**src/rtl/gs_seed_gen_pkg.sv**
```systemverilog
// Shared gray-scale pattern definitions: 20-bit pattern type, LFSR taps and
// step function (x^20 + x^17 + 1), and the seed generator state encoding.
package gs_seed_gen_pkg;

    typedef logic [19:0] gs_state_t;

    localparam int GS_LFSR_TAP_HI = 19;
    localparam int GS_LFSR_TAP_LO = 16;

    typedef enum logic [1:0] {
        GS_IDLE  = 2'd0,
        GS_RUN   = 2'd1,
        GS_LSTEP = 2'd2
    } gs_fsm_t;

    function automatic gs_state_t gs_lfsr_step(input gs_state_t x);
        return {x[18:0], x[GS_LFSR_TAP_HI] ^ x[GS_LFSR_TAP_LO]};
    endfunction

endpackage

```
**src/rtl/gs_seed_gen.sv**
```systemverilog
// Gray-scale pattern seed generator: frame seed, line seed and per-pixel LFSR
// state feeding the gray-scale XOR block, with an advance/ready pixel handshake.
module gs_seed_gen
    import gs_seed_gen_pkg::*;
#(
    parameter gs_state_t SEED        = 20'h00001,
    parameter int        LINE_STRIDE = 3
) (
    input  logic      clk,
    input  logic      rst_n,
    input  logic      en,
    input  logic      frame_start,
    input  logic      line_start,
    input  logic      pix_adv,
    output gs_state_t gc,
    output logic      gc_ready,
    output logic      line_busy
);

    if (LINE_STRIDE < 1 || LINE_STRIDE > 15) begin : g_bad_stride
        $error("gs_seed_gen: LINE_STRIDE must be in 1..15");
    end

    localparam logic [3:0] STRIDE_CNT = 4'(LINE_STRIDE);

    gs_fsm_t   r_state, w_state_nxt;
    gs_state_t r_frame_seed, w_frame_seed_nxt;
    gs_state_t r_line_seed, w_line_seed_nxt;
    gs_state_t r_cur, w_cur_nxt;
    logic [3:0] r_cnt, w_cnt_nxt;
    gs_state_t w_frame_step;
    gs_state_t w_line_step;
    gs_state_t w_cur_step;

    // An all-zero LFSR would lock up; recover to the seed instead.
    function automatic gs_state_t zero_guard(input gs_state_t x);
        return (x == '0) ? SEED : x;
    endfunction

    assign w_frame_step = zero_guard(gs_lfsr_step(r_frame_seed));
    assign w_line_step  = zero_guard(gs_lfsr_step(r_line_seed));
    assign w_cur_step   = zero_guard(gs_lfsr_step(r_cur));

    always_ff @(posedge clk or negedge rst_n) begin
        if (!rst_n) begin
            r_state      <= GS_IDLE;
            r_frame_seed <= SEED;
            r_line_seed  <= SEED;
            r_cur        <= SEED;
            r_cnt        <= 4'd0;
        end else begin
            r_state      <= w_state_nxt;
            r_frame_seed <= w_frame_seed_nxt;
            r_line_seed  <= w_line_seed_nxt;
            r_cur        <= w_cur_nxt;
            r_cnt        <= w_cnt_nxt;
        end
    end

    always_comb begin
        w_state_nxt      = r_state;
        w_frame_seed_nxt = r_frame_seed;
        w_line_seed_nxt  = r_line_seed;
        w_cur_nxt        = r_cur;
        w_cnt_nxt        = r_cnt;
        if (!en) begin
            w_state_nxt = GS_IDLE;
        end else begin
            case (r_state)
                GS_IDLE: w_state_nxt = GS_RUN;
                GS_RUN, GS_LSTEP: begin
                    // Boundary events outrank pixel advance; a pix_adv alongside them is dropped.
                    if (frame_start) begin
                        w_frame_seed_nxt = w_frame_step;
                        w_line_seed_nxt  = w_frame_step;
                        w_cur_nxt        = w_frame_step;
                        w_state_nxt      = GS_RUN;
                    end else if (line_start) begin
                        w_cnt_nxt   = STRIDE_CNT;
                        w_state_nxt = GS_LSTEP;
                    end else if (r_state == GS_LSTEP) begin
                        w_line_seed_nxt = w_line_step;
                        w_cnt_nxt       = r_cnt - 4'd1;
                        if (r_cnt == 4'd1) begin
                            w_cur_nxt   = w_line_step;
                            w_state_nxt = GS_RUN;
                        end
                    end else if (pix_adv) begin
                        w_cur_nxt = w_cur_step;
                    end
                end
                default: w_state_nxt = GS_IDLE;
            endcase
        end
    end

    assign gc        = r_cur;
    assign gc_ready  = (r_state == GS_RUN);
    assign line_busy = (r_state == GS_LSTEP);

endmodule

```
**config.mk**
```make
export PLATFORM = sky130hd
export DESIGN_NAME = gs_seed_gen
export DESIGN_NICKNAME = d
export VERILOG_FILES = /design/src/rtl/gs_seed_gen_pkg.sv /design/src/rtl/gs_seed_gen.sv
export SDC_FILE = /design/constraint.sdc
export NUM_CORES = 1
export LEC_CHECK = 0
export BUFFER_PORTS_ARGS = -buffer_cell sky130_fd_sc_hd__buf_4
export CORE_MARGIN = 2
export CORE_UTILIZATION = 54
export DETAILED_ROUTE_END_ITERATION = 8
export GPL_ROUTABILITY_DRIVEN = 0
export PLACE_DENSITY = 0.78
export RECOVER_POWER = 50
export SETUP_SLACK_MARGIN = 0.1
export SLEW_MARGIN = 20
export SYNTH_ARGS = -nofsm -noshare
export SYNTH_HDL_FRONTEND = slang
export SYNTH_SLANG_ARGS = --single-unit
```
**constraint.sdc**
```tcl
create_clock -name clk -period 1.75 [get_ports clk]
set_input_delay 0.35 -clock clk [delete_from_list [all_inputs] [get_ports clk]]
set_output_delay 0.35 -clock clk [all_outputs]
set_load 0.05 [all_outputs]
```
After elaboration in Yosys (flattened, before gate mapping). Cells that the tools add are included.

$add $sub $neg: 1. Equal/unequal tests: 7. Reduce and logical (&&, ||, !) cells: 13. Multiplexer cells: 19. Bitwise operators: 4.

Operators by type and width (count): $mux W20 (11); $logic_not A20 Y1 (3); $mux W2 (5); $ne A5 B5 Y1 const B (2); $mux W4 (2); $reduce_and A4 Y1 (2); $reduce_and A5 Y1 (1); $eq A4 B1 Y1 const B (1); $pmux W2 S2 (1); $reduce_bool A2 Y1 (2); $sub A4 B1 Y4 const B (1); $ne A3 B2 Y1 const B (1); $reduce_and A3 Y1 (1); $reduce_bool A3 Y1 (1); $xor A1 B1 Y1 (3); $eq A2 B1 Y1 const B (1); $eq A2 B2 Y1 const B (1); $logic_not A2 Y1 (1); $ne A2 B2 Y1 const B (1); $reduce_and A2 Y1 (1); $reduce_or A2 Y1 (1); $not A1 Y1 (1).

Logic and storage cells: 49. Output and inout bits: 22. Bits in registers: 66. Input port bits: 6.

Logic depth before layout (Yosys ltp).
Depth in word-level cells: 7. Gate-level depth with buffers: 9. Depth with buffers taken out: 7.

Least setup slack after synthesis. Ideal clock, no wire load.

Kind: flip-flop to flip-flop. Start: reg r_state[0]. End: reg r_cnt[3]. Required time: 1.620 ns. Stages on the path, launching flop included: 8. Path buffers: 1. Path slack: -0.309 ns. Setup time: 0.130 ns. Arrival: 1.929 ns. Period minus slack after synthesis: 2.059 ns. Path through: dfrtp_1 > inv_1 > ha_1 > buf_6 > inv_2 > or4_4 > a21oi_1 > o21ai_1.

Word-level cells in the longest chain between the ends: 3. Elaborated cells between the ends (all ways): 5. Those cells by class: 2 x eq/ne; 3 x reduce/logical.

Ends and longest elaborated chain: from (decl) (line gs_seed_gen.sv:26) `gs_fsm_t r_state, w_state_nxt;`; from (signal assigned) (line gs_seed_gen.sv:52) `r_state <= w_state_nxt;`; $eq A2 B2 Y1 (*); named net line_busy (line gs_seed_gen.sv:17) `output logic line_busy`; $reduce_bool A2 Y1 (no line) / $reduce_or A2 Y1 (equally long branches); $reduce_and A4 Y1 (no line) (*); to (signal assigned) (line gs_seed_gen.sv:56) `r_cnt <= w_cnt_nxt;`; to (decl) (line gs_seed_gen.sv:30) `logic [3:0] r_cnt, w_cnt_nxt;`.

Mark *: on every way through the listed nets, which the timed path passes. The rest lies on a longest branch. A chain may end at the register's enable or synchronous reset.

Worst setup path in the final report.
Start: reg r_state[0]. End: reg r_cur[11], in the netlist gc[11].

Word-level cells in the longest chain between the ends: 4. Elaborated cells between the ends (all ways): 9. Those cells by class: 3 x eq/ne; 3 x mux; 3 x reduce/logical.

Ends and longest elaborated chain: $eq A2 B2 Y1 (line gs_seed_gen.sv:69, gs_seed_gen.sv:81); $mux W20 (line gs_seed_gen.sv:81) `end else if (r_state == GS_LSTEP) begin`; $mux W20 (line gs_seed_gen.sv:78) `end else if (line_start) begin`; $mux W20 (line gs_seed_gen.sv:73) `if (frame_start) begin`; to (signal assigned) (line gs_seed_gen.sv:55) `r_cur <= w_cur_nxt;`; to (decl) (line gs_seed_gen.sv:29) `gs_state_t r_cur, w_cur_nxt;`.

Several ways; a longest one is shown, not always the timed one. The select of a mux whose other input is x is not followed.

==> flow_metrics.env <==
export IMPL_place_hpwl_mm=5.22
export IMPL_total_power_uw=4900
export IMPL_die_width_um=83.2
export IMPL_hold_violations=0
export IMPL_finalNonFillerCells=468
export IMPL_antenna_found_initial=0
export IMPL_pin_count=28
export IMPL_postSynth_asyncResetShare_pct=100
export IMPL_p_seq_share_pct=44.9
export IMPL_die_area_um2=6930
export IMPL_start_kind="flop"
export IMPL_fin_ws_ns=0.00962
export IMPL_syn_nets=358
export IMPL_setup_violations_final=0
export IMPL_initial_utilization_pct=56.6
export IMPL_grt_overflow_total=0
export IMPL_grt_util_all_layers_pct=23.4
export IMPL_p_sw_share_pct=38.8
export IMPL_place_ws_ns=-0.0250
export IMPL_grt_first_pass_wirelength_mm=13.1
export IMPL_crit_type="reg2reg"
export IMPL_grt_max_degree=56
export IMPL_fill_cells=447
export IMPL_drtPass1Iterations=5
export IMPL_hp_class="in2reg"
export IMPL_clock_root_buffer="clkbuf_8"
export IMPL_area_delta_synth_final_pct=20.8
export IMPL_min_period_ns=1.74
export IMPL_yosys_warnings=0
export IMPL_drive_gt1_share_pct=26.7
export IMPL_power_frac_clock_pct=23.4
export IMPL_io_buffers=27
export IMPL_crit_required_ns=1.97
export IMPL_syn_instance_count=346
export IMPL_endpoint_kind="flop"
export IMPL_drt_initial_drc_count=271
export IMPL_p_comb_share_pct=31.7
export IMPL_postRouteAntennaNets=0
export IMPL_rsz0062_at_grt="true"
export IMPL_postSynthAreaPerCell_um2=9.80
export IMPL_grt_pass1_vias=2646
export IMPL_hold_worst_slack_ns=0.287
export IMPL_cts_tree="done"
export IMPL_wirelength_mm=8.39
export IMPL_switchingPower_uw=1900
export IMPL_synth_area_um2=3390
export IMPL_synth_seq_cells=66
export IMPL_die_height_um=83.2
export IMPL_fin_crit_sh_pct=99.5
export IMPL_ys_seq_area_share_pct=48.8
export IMPL_worstMarginPinSlew_ns=0.731
export IMPL_routedWlPerCell_um=17.9
export IMPL_synth_largest_area_cell="dfrtp_1"
export IMPL_synth_edf_count=0
export IMPL_p_int_uw=3000
export IMPL_yosysUniqueCellTypes=35
export IMPL_path_clk_slew_ns=0.07
export IMPL_route_vias_total=2769
export IMPL_dpl_cell_count=438
export IMPL_rows=28
export IMPL_maxSlewViolCount=0
export IMPL_fmax_mhz=575
export IMPL_route_detailed_drc=0
export IMPL_synth_top_area_share_pct=46.5
export IMPL_diodes=0
export IMPL_nNetsFinal=401
export IMPL_clock_skew_ns=0.00878
export IMPL_worst_endpoint_arrival_ns=1.96
export IMPL_numClockSinks=66
export IMPL_cts_path_max_buffers=2
export IMPL_core_area_um2=5990
export IMPL_relSlewSlack_pct=51.3
export IMPL_ir_drop_v=0.000891
export IMPL_cp_max_fo=20
export IMPL_ctsHtreeMaxLevel=3
export IMPL_p_leak_uw=0.00184
export IMPL_vias_per_cell=5.92
export IMPL_synth_area_leaders="dfrtp_1 46%, mux2i_1 11%, mux2_2 6.6%"
export IMPL_synth_ff_type="dfrtp_1"
export IMPL_outcome="finished, final reports clean"
export IMPL_cap_violations=0
export IMPL_power_density_nw_per_um2=1200
export IMPL_cts_buffers=9
export IMPL_worstSkewPairLatency_ns=0.34
## cells in the mapped netlist, types with 2 or more instances
| library cell | number |
|---|---|
| buf_2 | 15 |
| inv_1 | 5 |
| ha_1 | 6 |
| clkbuf_1 | 3 |
| nor2_1 | 27 |
| o21ai_0 | 15 |
| a21oi_1 | 24 |
| nand2b_1 | 2 |
| nand2_1 | 50 |
| mux2i_1 | 38 |
| dfrtp_1 | 63 |
| nand3_1 | 2 |
| or4_1 | 2 |
| nand4_1 | 3 |
| o21ai_1 | 31 |
| mux2_2 | 20 |
| buf_1 | 2 |
| xnor2_1 | 2 |
| dfstp_2 | 3 |
| a2111oi_0 | 2 |
| inv_2 | 2 |
| nor4_1 | 12 |
| nor3_1 | 5 |
## worst max-delay path: stages (launching register included)
cell and delay (ns):
dfrtp_1 0.40, inv_2 0.09, ha_4 0.18, buf_4 0.14, nand4bb_4 0.16, a21oi_4 0.22
o21bai_4 0.13, buf_12 0.18, nand2_1 0.06, o21ai_1 0.06
## what timing repair did
item,CTS,global route
resized for setup,7,25
endpoints found under the setup margin,38,64
setup buffers,9,2
hold endpoints to repair,11,0
hold buffers,1,0
gates cloned,0,3
pin swaps,4,3
## sequential cells by signal (all words and copies together), names as in the netlist
register / count
gc: 20
r_frame_seed: 20
r_line_seed: 20
r_cnt: 4
r_state: 2
## placed cells by master, fill, tap and decap left out, drive strengths merged, types with 6 or more instances in the layout
cell	Yosys	layout
nor3	6	6
o21ai	46	46
ha	6	6
a21oi	24	24
nor4	12	12
buf	18	42
mux2	20	20
mux2i	38	38
nand2	50	50
clkbuf	3	22
dfrtp	63	63
inv	7	7
nor2	27	27
## path summary, 6_finish.rpt
path | start | to | slack (ns) | cells past startpoint
max | r_state[0]$_DFFE_PN0P_ | gc[11]$_DFFE_PN0P_ | 0.01 | 9
min | line_start | r_cnt[3]$_DFFE_PN0P_ | 0.29 | 2
max reg2reg | r_state[0]$_DFFE_PN0P_ | gc[11]$_DFFE_PN0P_ | 0.01 | 9
min reg2reg | r_line_seed[0]$_DFFE_PN1P_ | r_line_seed[0]$_DFFE_PN1P_ | 0.50 | 2
max in group asynchronous | rst_n | gc[8]$_DFFE_PN0P_ | 0.22 | 3
min in group asynchronous | rst_n | gc[19]$_DFFE_PN0P_ | 0.58 | 2
## metal layers
layer | GRT usage (%) | up-vias | wire [µm]
li1 | - | 1309 | -
met3 | 5.37 | 7 | 414
met4 | 7.90 | 0 | 113
met1 | 32.2 | 1361 | 3750
met5 | 0 | - | 0
met2 | 36.6 | 92 | 4120
## power groups by stage
stage	combinational, µW	sequential [µW]	clock [µW]
floorplan	759	2390	0
detailed placement	1450	2200	0
global placement	1400	2190	0
global route	1690	2230	1250
CTS	1500	2180	1170
finish	1550	2200	1140
## metrics by stage
stage | util (%) | cell area (µm²) | TNS (ns)
after floorplan | - | 3410 | 0
after global placement | 62.1 | 3720 | 0
after detailed placement | 62.1 | 3720 | -0.0378
after CTS | 67.0 | 4020 | 0
after global routing | 68.4 | 4100 | -0.570
final | 68.4 | 4100 | 0
## layout make-up
type	count	area [µm²]	share of cell area (%)
Multi-Input combinational cell	252	1720	41.9
Tap cell	75	93.8	2.29
Inverter	7	26.3	0.641
Sequential cell	66	1660	40.4
Timing Repair Buffer	53	434	10.6
Clock inverter	3	15.0	0.367
Clock buffer	12	155	3.79
## cell families (layout without fill, tap and decap cells)
group | count (synthesis) | in the layout | share of synthesized area, %
AO/OA/AOI/OAI | 78 | 78 | 12.2
XOR/XNOR | 3 | 3 | 0.775
adder cells (fa/ha/maj) | 6 | 6 | 2.21
buffers and inverters | 28 | 75 | 3.87
flip-flops | 66 | 66 | 48.8
multiplexers | 58 | 58 | 17.9
AND/OR/NAND/NOR | 107 | 107 | 14.3
Note: power is estimated with default switching activity, not from simulation.
